## config.mk

```make
export PLATFORM = sky130hd
export DESIGN_NAME = ram_dp_clr
export DESIGN_NICKNAME = d
export VERILOG_FILES = /design/src/rtl/ram_dp_clr.sv
export SDC_FILE = /design/constraint.sdc
export NUM_CORES = 1
export LEC_CHECK = 0
export BUFFER_PORTS_ARGS = -buffer_cell sky130_fd_sc_hd__buf_2
export CAP_MARGIN = 20
export CORE_ASPECT_RATIO = 1.2
export CORE_MARGIN = 4
export CORE_UTILIZATION = 48
export CTS_CLUSTER_SIZE = 12
export DETAILED_ROUTE_END_ITERATION = 7
export PLACE_DENSITY = 0.67
export SETUP_SLACK_MARGIN = 0.1
export SKIP_CTS_REPAIR_TIMING = 1
export SYNTH_ARGS = -nofsm -noshare
export SYNTH_HDL_FRONTEND = slang
export SYNTH_SLANG_ARGS = --single-unit
```

## constraint.sdc

```tcl
create_clock -name clk -period 4.5 [get_ports clk]
set_clock_uncertainty 0.15 [all_clocks]
set_input_delay 0.225 -clock clk [delete_from_list [all_inputs] [get_ports clk]]
set_output_delay 0.225 -clock clk [all_outputs]
set_load 0.02 [all_outputs]
```

## src/rtl/ram_dp_clr.sv

```systemverilog
// ram_dp_clr: simple dual-port RAM (one write port, one registered read
// port) on a single clock, with a sequential clear engine that zeroes one
// word per cycle while reporting busy.
module ram_dp_clr #(
    parameter int AW      = 3,
    parameter int DW      = 4,
    parameter int RD_MODE = 0
) (
    input  logic          clk,
    input  logic          reset,
    input  logic          clear,
    input  logic          wr_en,
    input  logic [AW-1:0] wr_addr,
    input  logic [DW-1:0] wr_data,
    input  logic          rd_en,
    input  logic [AW-1:0] rd_addr,
    output logic [DW-1:0] rd_data,
    output logic          rd_valid,
    output logic          busy
);

    localparam int N = 1 << AW;

    // The sweep pointer is one bit wider than an address so it can reach N.
    localparam logic [AW:0] PTR_LAST = (AW + 1)'(N - 1);

    typedef enum logic {
        ST_CLEAR = 1'b0,
        ST_READY = 1'b1
    } state_t;

    logic [DW-1:0] mem [N];

    state_t        state_q,    state_d;
    logic [AW:0]   ptr_q,      ptr_d;
    logic [DW-1:0] rd_data_q,  rd_data_d;
    logic          rd_valid_q, rd_valid_d;
    logic          busy_q,     busy_d;

    // Memory write port, shared between the sweep and normal writes.
    logic          mem_we;
    logic [AW-1:0] mem_waddr;
    logic [DW-1:0] mem_wdata;
    logic [DW-1:0] mem_rword;

    // Asynchronous array lookup; the result only ever reaches rd_data via a flop.
    assign mem_rword = mem[rd_addr];

    // Next-state, memory-write and read-data selection logic.
    always_comb begin
        state_d    = state_q;
        ptr_d      = ptr_q;
        rd_data_d  = rd_data_q;
        rd_valid_d = 1'b0;
        busy_d     = busy_q;
        mem_we     = 1'b0;
        mem_waddr  = wr_addr;
        mem_wdata  = wr_data;

        unique case (state_q)
            ST_CLEAR: begin
                // All requests are ignored while sweeping; rd_data holds.
                mem_we    = 1'b1;
                mem_waddr = ptr_q[AW-1:0];
                mem_wdata = '0;
                ptr_d     = ptr_q + 1'b1;
                if (ptr_q == PTR_LAST) begin
                    state_d = ST_READY;
                    busy_d  = 1'b0;
                end
            end

            ST_READY: begin
                if (clear) begin
                    // Clear wins over any read or write in the same cycle.
                    state_d = ST_CLEAR;
                    ptr_d   = '0;
                    busy_d  = 1'b1;
                end else begin
                    if (wr_en) begin
                        mem_we = 1'b1;
                    end
                    if (rd_en) begin
                        rd_valid_d = 1'b1;
                        // Same-address collision: write-first forwards the
                        // incoming word, read-first returns the old contents.
                        if ((RD_MODE == 1) && wr_en && (wr_addr == rd_addr)) begin
                            rd_data_d = wr_data;
                        end else begin
                            rd_data_d = mem_rword;
                        end
                    end
                end
            end

            default: begin
                state_d = ST_CLEAR;
                ptr_d   = '0;
                busy_d  = 1'b1;
            end
        endcase
    end

    // Control and output registers with synchronous reset into a fresh sweep.
    always_ff @(posedge clk) begin
        if (reset) begin
            state_q    <= ST_CLEAR;
            ptr_q      <= '0;
            rd_data_q  <= '0;
            rd_valid_q <= 1'b0;
            busy_q     <= 1'b1;
        end else begin
            state_q    <= state_d;
            ptr_q      <= ptr_d;
            rd_data_q  <= rd_data_d;
            rd_valid_q <= rd_valid_d;
            busy_q     <= busy_d;
        end
    end

    // Memory array write; suppressed on reset edges since the sweep restarts.
    always_ff @(posedge clk) begin
        if (!reset && mem_we) begin
            mem[mem_waddr] <= mem_wdata;
        end
    end

    assign rd_data  = rd_data_q;
    assign rd_valid = rd_valid_q;
    assign busy     = busy_q;

endmodule

```

Word-level counts from Yosys, hierarchy flattened

Memories as Yosys holds them, arrays and structs flattened. A register that Yosys moved wholly into a read port is not among the register bits.
Cells that the tools add are included.

Bits in registers: 7
RAM bits: 32
Output and inout port bits: 6
Memories: 1

Memories:

| memory | depth | width | rd ports | clocked after Yosys merged registers in | wr ports | RTL line | source |
|---|---|---|---|---|---|---|---|
| mem    | 8     | 4     | 1        | 1                                       | 1        | 32       | `logic [DW-1:0] mem [N];` |

Add/sub/neg operators: 1
Equal/unequal tests: 3
Multiplexer cells: 16
Bitwise logic cells: 2
Reduce and logical (&&, ||, !) cells: 5

Operators by type and width:

| cell                                                 | count |
|---|---|
| two-way mux 1 bit                                    | 9 |
| two-way mux 4 bit                                    | 2 |
| case mux 4 bit (2 select lines)                      | 1 |
| case mux 1 bit (2 select lines)                      | 3 |
| adder 4 x 1 -> 4 bit (second input constant)         | 1 |
| equality test 4 x 3 -> 1 bit (second input constant) | 1 |
| != test 2 bit (second input constant)                | 2 |
| two-way mux 3 bit                                    | 1 |
| AND reduction 3 bit                                  | 1 |
| OR reduction 3 bit                                   | 1 |
| inverter 1 bit                                       | 2 |
| AND reduction 2 bit                                  | 1 |
| logical AND 1 bit                                    | 1 |
| zero test 1 bit                                      | 1 |

Longest topological paths before layout

Gate-level depths: netlist (run 1).

Depth after elaboration: 6
Mapped depth: 5

Worst setup path before layout (run 1)

No wires, ideal clock.

Kind: reg2reg
From: register state_q
To: memory mem[1][0] (enable)
Data arrival time: 1.077 ns
Setup slack: 2.944 ns
Cell stages (with the launch flop): 5
Path buffers: 1
Clock period less this slack: 1.556 ns
Cell sequence: dfxtp_1 > buf_4 > nand4b_1 > a21o_1 > nor2_1

Word-level cells in the longest chain between the ends: 5

Ends and longest elaborated chain:

| item                                    | RTL line | source |
|---|---|---|
| start: declaration                      | 34       | `state_t state_q, state_d;` |
| start signal: assignment                | 113      | `state_q <= state_d;` |
| inverter 1 bit                          | n/a      |  |
| case mux 1 bit (2 select lines)         | 60       | `unique case (state_q)` |
| logical AND 1 bit                       | 123      | `if (!reset && mem_we) begin` |
| two-way mux 1 bit                       | 123      |  |
| two-way mux 1 bit (implied by the code) | 124      | `mem[mem_waddr] <= mem_wdata;` |
| end: declaration                        | 32       |  |

Parallel ways exist; a longest one is shown, timed or not.

Worst setup path after layout (run 1)

From: register state_q
To: memory mem[2][2] (enable)

The elaborated chain is that of the path after synthesis.

==> out/qor.yml, run 1 <==
worst_setup_path:
  worstPathMaxFanout: 26
  endpoint_kind: "flop"
  startpoint_type: "flop"
  r2r_slack_ns: 2.46
  cp.arrival_ns: 1.84
  slowest_stage: "dfxtp_1"
  cp_slowest_stage_delay_ns: 0.77
  cp_data_required_time_ns: 4.30
  r2r-start: "state_q$_SDFF_PP0_"
  cp.depth: 3
  crit_path_end: "mem[2][2]$_DFFE_PP_"
  cp_num_buf_inv: 0
  startpoint: "state_q$_SDFF_PP0_"
  ff2ff_path_depth: 3
  reg2reg_to: "mem[2][2]$_DFFE_PP_"
  path_cells: "nor4bb_1, o21bai_1, nor2_1"
  critPathKind: "reg -> reg"
  critical_path.top_delay_family: "flip-flops"
die:
  core_area_sq_um: 3720
  fp.dieW_um: 65.6
  initial_utilization: 0.514
  die_area_sq_um: 5060
  pin_count: 21
  row_count: 24
  die_y_um: 77.2
cts:
  cts_buffers: 5
  cts_tree: "built"
  clockBufferDepth: 2
  cts-htree-levels: 2
  clock-root-buffer: "clkbuf_8"
  clock_latency_ns: 0.29
  clk_pin_slew_ns: 0.07
  clock-sinks: 43
final_layout:
  n_antenna_cell: 0
  final_common_cell: "edfxtp_1"
  synthToLayoutAreaGrowth_pct: 11.6
  nets: 175
  most-common-layout-cells: "edfxtp_1 (32), buf_2 (20), nor2_1 (15)"
  layout-drive-gt1-share: 0.294
  post-route-util: 0.573
  finalInstanceArea_sq_um: 2130
timing:
  whs_ns: 0.109
  setup_viol: 0
  finalHoldViolCount: 0
  drv_slew: 0
  fin_crit_ns: 2.04
  grt_setup_unrepaired: "no"
  tightest_slew_ns: 0.691
  max-slew-margin-rel: 0.538
  fmax_mhz: 491
  tns_ns: 0
  fin_crit_sh: 0.453
power:
  power_per_cell_area_nw_per_um2: 365
  p_switching_w: 0.000159
  p_int_w: 0.000620
  p_sw_frac: 0.204
  combPwrFrac: 0.073
  total_power_w: 0.000779
  vdd_drop_max_mv: 0.216
  pwr-share-seq: 0.561
  leakagePower_nw: 0.792
  power_frac_clock: 0.366
placed_design:
  place_hpwl_um: 2730
  portBuffers: 20
  place.gp.congestion: 0.781
  placed_area_sq_um: 2030
synth:
  synth_cells: 138
  synth.distinct_cells: 40
  yosysWarnings: 0
  syn-cell-area_sq_um: 1910
  synth_edf_count: 32
  ys.flop_type: "edfxtp_1"
  syn_avg_cell_area_sq_um: 13.9
  ys_ff_latch: 43
  async_reset_ff_frac: 0
  ys_seq_area_frac: 0.617
  syn_nets: 154
detailed_routing:
  via_per_inst: 5.51
  drtPass1Iterations: 4
  drt_iter0_drc: 47
  drtAntennaViolNets: 0
  drc: 0
  wl_per_cell_um: 16.8
  drt-total-wl_um: 3560
  vias: 1168
outcome:
  status: "finished, final reports clean"
global_routing:
  grt_first_pass_wirelength_um: 5930
  grt_pass1_vias: 1203
  grt_max_degree: 27
  antenna_found_initial: 0
  overflow: 0
  grt.total_usage: 0.157
worst_hold_path:
  hold_path_class: "in -> reg"
  min_path_cells: 2
run:
  cap_violations: 0
cells by family after synthesis:
logic type	count (synthesis)	synth area share
multiplexers	16	0.108
AND/OR/NAND/NOR	42	0.124
adder cells (fa/ha/maj)	1	0.00654
flip-flops	43	0.617
XOR/XNOR	1	0.00458
AO/OA/AOI/OAI	26	0.107
buffers and inverters	9	0.0327
area by class of cell:
cell class / count / area, sq um
clock buffer: 5 / 68.8
clock inverter: 3 / 38.8
fill: 333 / 1590
inverter: 3 / 11.3
multi-input combinational: 86 / 669
sequential: 43 / 1180
tap: 52 / 65.1
timing repair buffer: 20 / 100
cells in the mapped netlist, drive strengths merged (3+ instances only):
library cell   n  area [sq um]
a21oi          4          20.0
a31oi          3          18.8
and2           4          25.0
buf            4          43.8
dfxtp         11           220
edfxtp        32           961
inv            3          11.3
mux2          16           206
nand2          3          11.3
nand2b         4          25.0
nand3b         7          56.3
nor2          15          56.3
o22ai          8          68.8
o31ai          4          40.0
through the flow:
stage                     std cells  setup WS [ns]
after global routing            212           2.26
after global placement          204           2.60
after CTS                       212           2.47
final                           212           2.46
after floorplan                 138           2.94
after detailed placement        204           2.47
power by group through the flow:
stage	clock network (W)	registers, W	logic, W
6_report	0.000285	0.000437	0.0000569
3_5_place_dp	0	0.000446	0.0000570
3_3_place_gp	0	0.000446	0.0000559
4_1_cts	0.000292	0.000437	0.0000574
2_1_floorplan	0	0.000443	0.0000450
5_1_grt	0.000310	0.000438	0.0000626
worst min path at each step:
| stage | startpoint | endpoint | slack [ns] |
|---|---|---|---|
| global placement | rd_data[0]$_SDFFE_PP0P_ | rd_data[0]$_SDFFE_PP0P_ | 0.32 |
| floorplan | clear | busy$_SDFFE_PP1P_ | 0.22 |
| CTS | clear | busy$_SDFFE_PP1P_ | 0.10 |
| finish | clear | busy$_SDFFE_PP1P_ | 0.11 |
| global route | clear | busy$_SDFFE_PP1P_ | 0.12 |
| detailed placement | busy$_SDFFE_PP1P_ | busy$_SDFFE_PP1P_ | 0.31 |
flip-flops by register name, summed over array words and instances, names as in the netlist:
signal,flops
rd_valid,1
busy,1
mem,32
ptr_q,4
rd_data,4
state_q,1
worst reg2reg max path: stages, from the launching register on:
cell      delay (ns)
dfxtp_1         0.77
nor4bb_1        0.28
o21bai_1        0.16
nor2_1          0.34
layer usage:
layer  vias to the layer above  track usage  wire, um
met5                         -            0         0
met4                         0       0.0560        49
met3                         5       0.0409       190
met2                        34        0.275      1910
met1                       563        0.181      1410
li1                        566            -         -
(Power assumes the default switching activity.)
==> run 2, diff against run 1 <==
clock period = 2.1 ns   (was 4.5 ns; I/O delays follow)
==> out/qor.yml, run 2 (synthesis gave the netlist of run 1 again) <==
placed_design:
  place.gp.congestion: 0.732
  placed_area_sq_um: 2030
  portBuffers: 20
  place_hpwl_um: 2730
worst_setup_path:
  cp_data_required_time_ns: 1.92
  endpoint_kind: "flop"
  slowest_stage: "dlygate4sd3_1"
  path_cells: "dlygate4sd3_1, buf_2, nor4bb_1, o21bai_1, nor2_1"
  critical_path.top_delay_family: "buffers and inverters"
  cp_slowest_stage_delay_ns: 0.53
  cp_num_buf_inv: 2
  startpoint_type: "primary input"
  critPathKind: "in -> reg"
  worstPathMaxFanout: 7
  cp.arrival_ns: 1.60
final_layout:
  layout-drive-gt1-share: 0.282
  final_common_cell: "edfxtp_1"
  synthToLayoutAreaGrowth_pct: 11.6
  top_register: "mem"
  most-common-layout-cells: "edfxtp_1 (32), buf_2 (20), nor2_1 (15)"
  n_antenna_cell: 0
  fill_cells: 331
  finalInstanceArea_sq_um: 2130
  largest_reg_flops: 32
  nets: 178
  post-route-util: 0.573
power:
  power_per_cell_area_nw_per_um2: 725
  total_power_w: 0.00155
  vdd_drop_max_mv: 0.556
  leakagePower_nw: 0.790
cts:
  clk_pin_slew_ns: 0.08
  clockBufferDepth: 2
  clock-sinks: 43
  clock-root-buffer: "clkbuf_8"
  cts_buffers: 5
  cts_tree: "built"
  cts-htree-levels: 2
  clock_latency_ns: 0.30
detailed_routing:
  drtPass1Iterations: 4
  drt-total-wl_um: 3630
  drt_iter0_drc: 61
  drc: 0
  wl_per_cell_um: 16.9
  vias: 1175
  drtAntennaViolNets: 0
  via_per_inst: 5.47
timing:
  setup_viol: 0
  drv_slew: 0
  fin_crit_sh: 0.844
  grt_setup_unrepaired: "no"
  fin_crit_ns: 1.77
  finalHoldViolCount: 0
  max-slew-margin-rel: 0.702
  tightest_slew_ns: 0.447
  fmax_mhz: 564
  whs_ns: 0.00618
  tns_ns: 0
run:
  cap_violations: 0
outcome:
  status: "finished, final reports clean"
die:
  core_area_sq_um: 3720
  pin_count: 21
  fp.dieW_um: 65.6
  row_count: 24
  initial_utilization: 0.514
  die_area_sq_um: 5060
  die_y_um: 77.2
global_routing:
  grt_first_pass_wirelength_um: 5730
  grt_pass1_vias: 1181
  antenna_found_initial: 0
  overflow: 0
  grt.total_usage: 0.157
  grt_max_degree: 25
worst_hold_path:
  hold_path_class: "in -> reg"
-- run 2: final cells by class --
class	instances	area, sq um	share of cell area
Sequential cell	43	1180	0.553
Inverter	3	11.3	0.00528
Timing Repair Buffer	23	128	0.0598
Tap cell	52	65.1	0.0305
Clock buffer	8	80.1	0.0375
Multi-Input combinational cell	86	669	0.314
-- run 2: path summary, 6_finish.rpt --
kind	from	endpoint	slack, ns	cells past startpoint
hold / removal	rd_en	rd_valid$_SDFF_PP0_	0.006	3
hold reg to reg	ptr_q[3]$_SDFFE_PP0P_	ptr_q[3]$_SDFFE_PP0P_	0.35	2
setup / recovery	clear	mem[6][3]$_DFFE_PP_	0.33	5
setup reg to reg	state_q$_SDFF_PP0_	mem[7][3]$_DFFE_PP_	0.43	4
-- run 2: worst reg2reg max path: cells and delay by family (launching register included) --
family | cells | cell delay (ns)
flops | 1 | 0.32
simple gates | 2 | 0.48
compound gates | 1 | 0.21
buf+inv | 1 | 0.20
-- run 2: routing by layer --
metal | routed length (um) | vias to the layer above | GRT usage
met5 | 0 | - | 0
met4 | 56 | 0 | 0.0622
met3 | 257 | 5 | 0.0556
met2 | 1970 | 38 | 0.277
met1 | 1340 | 562 | 0.165
li1 | - | 570 | -
-- run 2: power breakdown --
| part | internal [W] | leakage (nW) | switching [W] |
|---|---|---|---|
| clock network | 0.000236 | 0.0395 | 0.000250 |
| registers | 0.000923 | 0.396 | 0.0000130 |
| logic | 0.0000618 | 0.354 | 0.0000651 |
| total | 0.00122 | 0.790 | 0.000328 |
-- run 2: through the flow --
stage | setup slack (ns) | instances
global route | 0.210 | 215
global placement | 0.467 | 205
CTS | 0.428 | 213
finish | 0.327 | 215
detailed placement | 0.442 | 205
floorplan | 0.544 | 138
==> run 3, diff against run 2 <==
clock period = 1.71 ns   (was 2.1 ns; I/O delays follow)
==> out/qor.yml, run 3 (synthesis gave the netlist of run 1 again) <==
outcome:
  status: "finished with violations"
  violations: "negative hold slack"
worst_setup_path:
  cp_data_required_time_ns: 1.55
  worstPathMaxFanout: 15
  cp.arrival_ns: 1.40
  startpoint_type: "flop"
  endpoint_kind: "flop"
  critPathKind: "reg -> reg"
power:
  power_per_cell_area_nw_per_um2: 863
  leakagePower_nw: 0.832
  combPwrFrac: 0.091
  pwr-share-seq: 0.599
  power_frac_clock: 0.310
  total_power_w: 0.00191
  p_int_w: 0.00150
  p_switching_w: 0.000412
  p_sw_frac: 0.216
  vdd_drop_max_mv: 0.433
final_layout:
  nets: 185
  n_antenna_cell: 0
  fin_cells: 222
  synthToLayoutAreaGrowth_pct: 15.8
  most-common-layout-cells: "edfxtp_1 (32), buf_2 (20), nor2_1 (12)"
  post-route-util: 0.595
  final_common_cell: "edfxtp_1"
  largest_reg_flops: 32
  top_register: "mem"
  layout-drive-gt1-share: 0.353
timing:
  setup_viol: 0
  whs_ns: -0.00428
  tightest_slew_ns: 0.421
  fin_crit_ns: 1.56
  tns_ns: 0
  max-slew-margin-rel: 0.720
  drv_slew: 0
  grt_setup_unrepaired: "yes"
  finalHoldViolCount: 1
  fin_crit_sh: 0.915
  fmax_mhz: 639
detailed_routing:
  via_per_inst: 5.30
  drc: 0
  drt_iter0_drc: 62
  wl_per_cell_um: 15.6
  drtAntennaViolNets: 0
  drtPass1Iterations: 4
  vias: 1176
  drt-total-wl_um: 3470
global_routing:
  overflow: 0
  grt_pass1_vias: 1245
  antenna_found_initial: 0
  grt_max_degree: 17
  grt.total_usage: 0.159
  grt_first_pass_wirelength_um: 5950
die:
  die_y_um: 77.2
  initial_utilization: 0.514
  row_count: 24
  pin_count: 21
  fp.dieW_um: 65.6
  die_area_sq_um: 5060
  core_area_sq_um: 3720
placed_design:
  place_inst: 212
  place.gp.congestion: 0.724
  place_hpwl_um: 2610
  portBuffers: 20
run:
  cap_violations: 0
cts:
  clk_pin_slew_ns: 0.07
  clock-root-buffer: "clkbuf_8"
  cts_tree: "built"
  cts_buffers: 5
  clock-sinks: 43
  clock_latency_ns: 0.29
  cts-htree-levels: 2
  clockBufferDepth: 2
worst_hold_path:
  hold_path_class: "in -> reg"
run 3: changes by cell type in the layout (fill, tap and decap cells not counted), moves of 2 or more:
cell,change
nor2_2,+2
nor2_1,-3
buf_4,+6
clkbuf_1,-2
run 3: per-stage QoR:
step,worst slack (ns),cell area [sq um],hold WS (ns)
4_1_cts,0.0639,2170,-0.0431
3_3_place_gp,0.120,2090,0.259
6_report,0.146,2220,-0.00428
2_1_floorplan,0.154,1910,0.0800
5_1_grt,0.0920,2220,0.00863
3_5_place_dp,0.0803,2090,0.261
run 3: worst max-delay path, cell delays in order (launching register included):
cell and delay [ns]:
dfxtp_2 0.34, buf_6 0.14, o32a_1 0.41, nor2_2 0.23
run 3: worst paths after layout:
| check | from | endpoint | slack (ns) | cells after the start |
|---|---|---|---|---|
| setup / recovery | state_q$_SDFF_PP0_ | mem[2][1]$_DFFE_PP_ | 0.15 | 3 |
| hold / removal | rd_en | rd_valid$_SDFF_PP0_ | -0.004 | 3 |
| setup reg to reg | state_q$_SDFF_PP0_ | mem[2][1]$_DFFE_PP_ | 0.15 | 3 |
| hold reg to reg | rd_data[2]$_SDFFE_PP0P_ | rd_data[2]$_SDFFE_PP0P_ | 0.34 | 2 |
run 3: per-layer routing:
| metal | vias up | routed length [um] | track usage |
|---|---|---|---|
| met5 | - | 0 | 0 |
| met4 | 0 | 61 | 0.0643 |
| met3 | 7 | 212 | 0.0482 |
| met2 | 34 | 1810 | 0.268 |
| met1 | 554 | 1380 | 0.185 |
| li1 | 581 | - | - |
run 3: layout make-up:
| type | instances | area, sq um |
|---|---|---|
| repair buffers | 30 | 184 |
| well taps | 52 | 65.1 |
| clock inverters | 2 | 8.76 |
| clock buffers | 6 | 72.6 |
| flip-flops and latches | 43 | 1180 |
| multi-input cells | 86 | 692 |
| fillers | 319 | 1510 |
| inverters | 3 | 11.3 |
run 3: power groups by stage:
stage / Combinational [W] / Sequential [W] / Clock (W)
after global placement: 0.000164 / 0.00117 / 0
after CTS: 0.000166 / 0.00114 / 0.000623
after global routing: 0.000194 / 0.00115 / 0.000673
after detailed placement: 0.000166 / 0.00117 / 0
after floorplan: 0.000118 / 0.00117 / 0
final: 0.000174 / 0.00115 / 0.000593
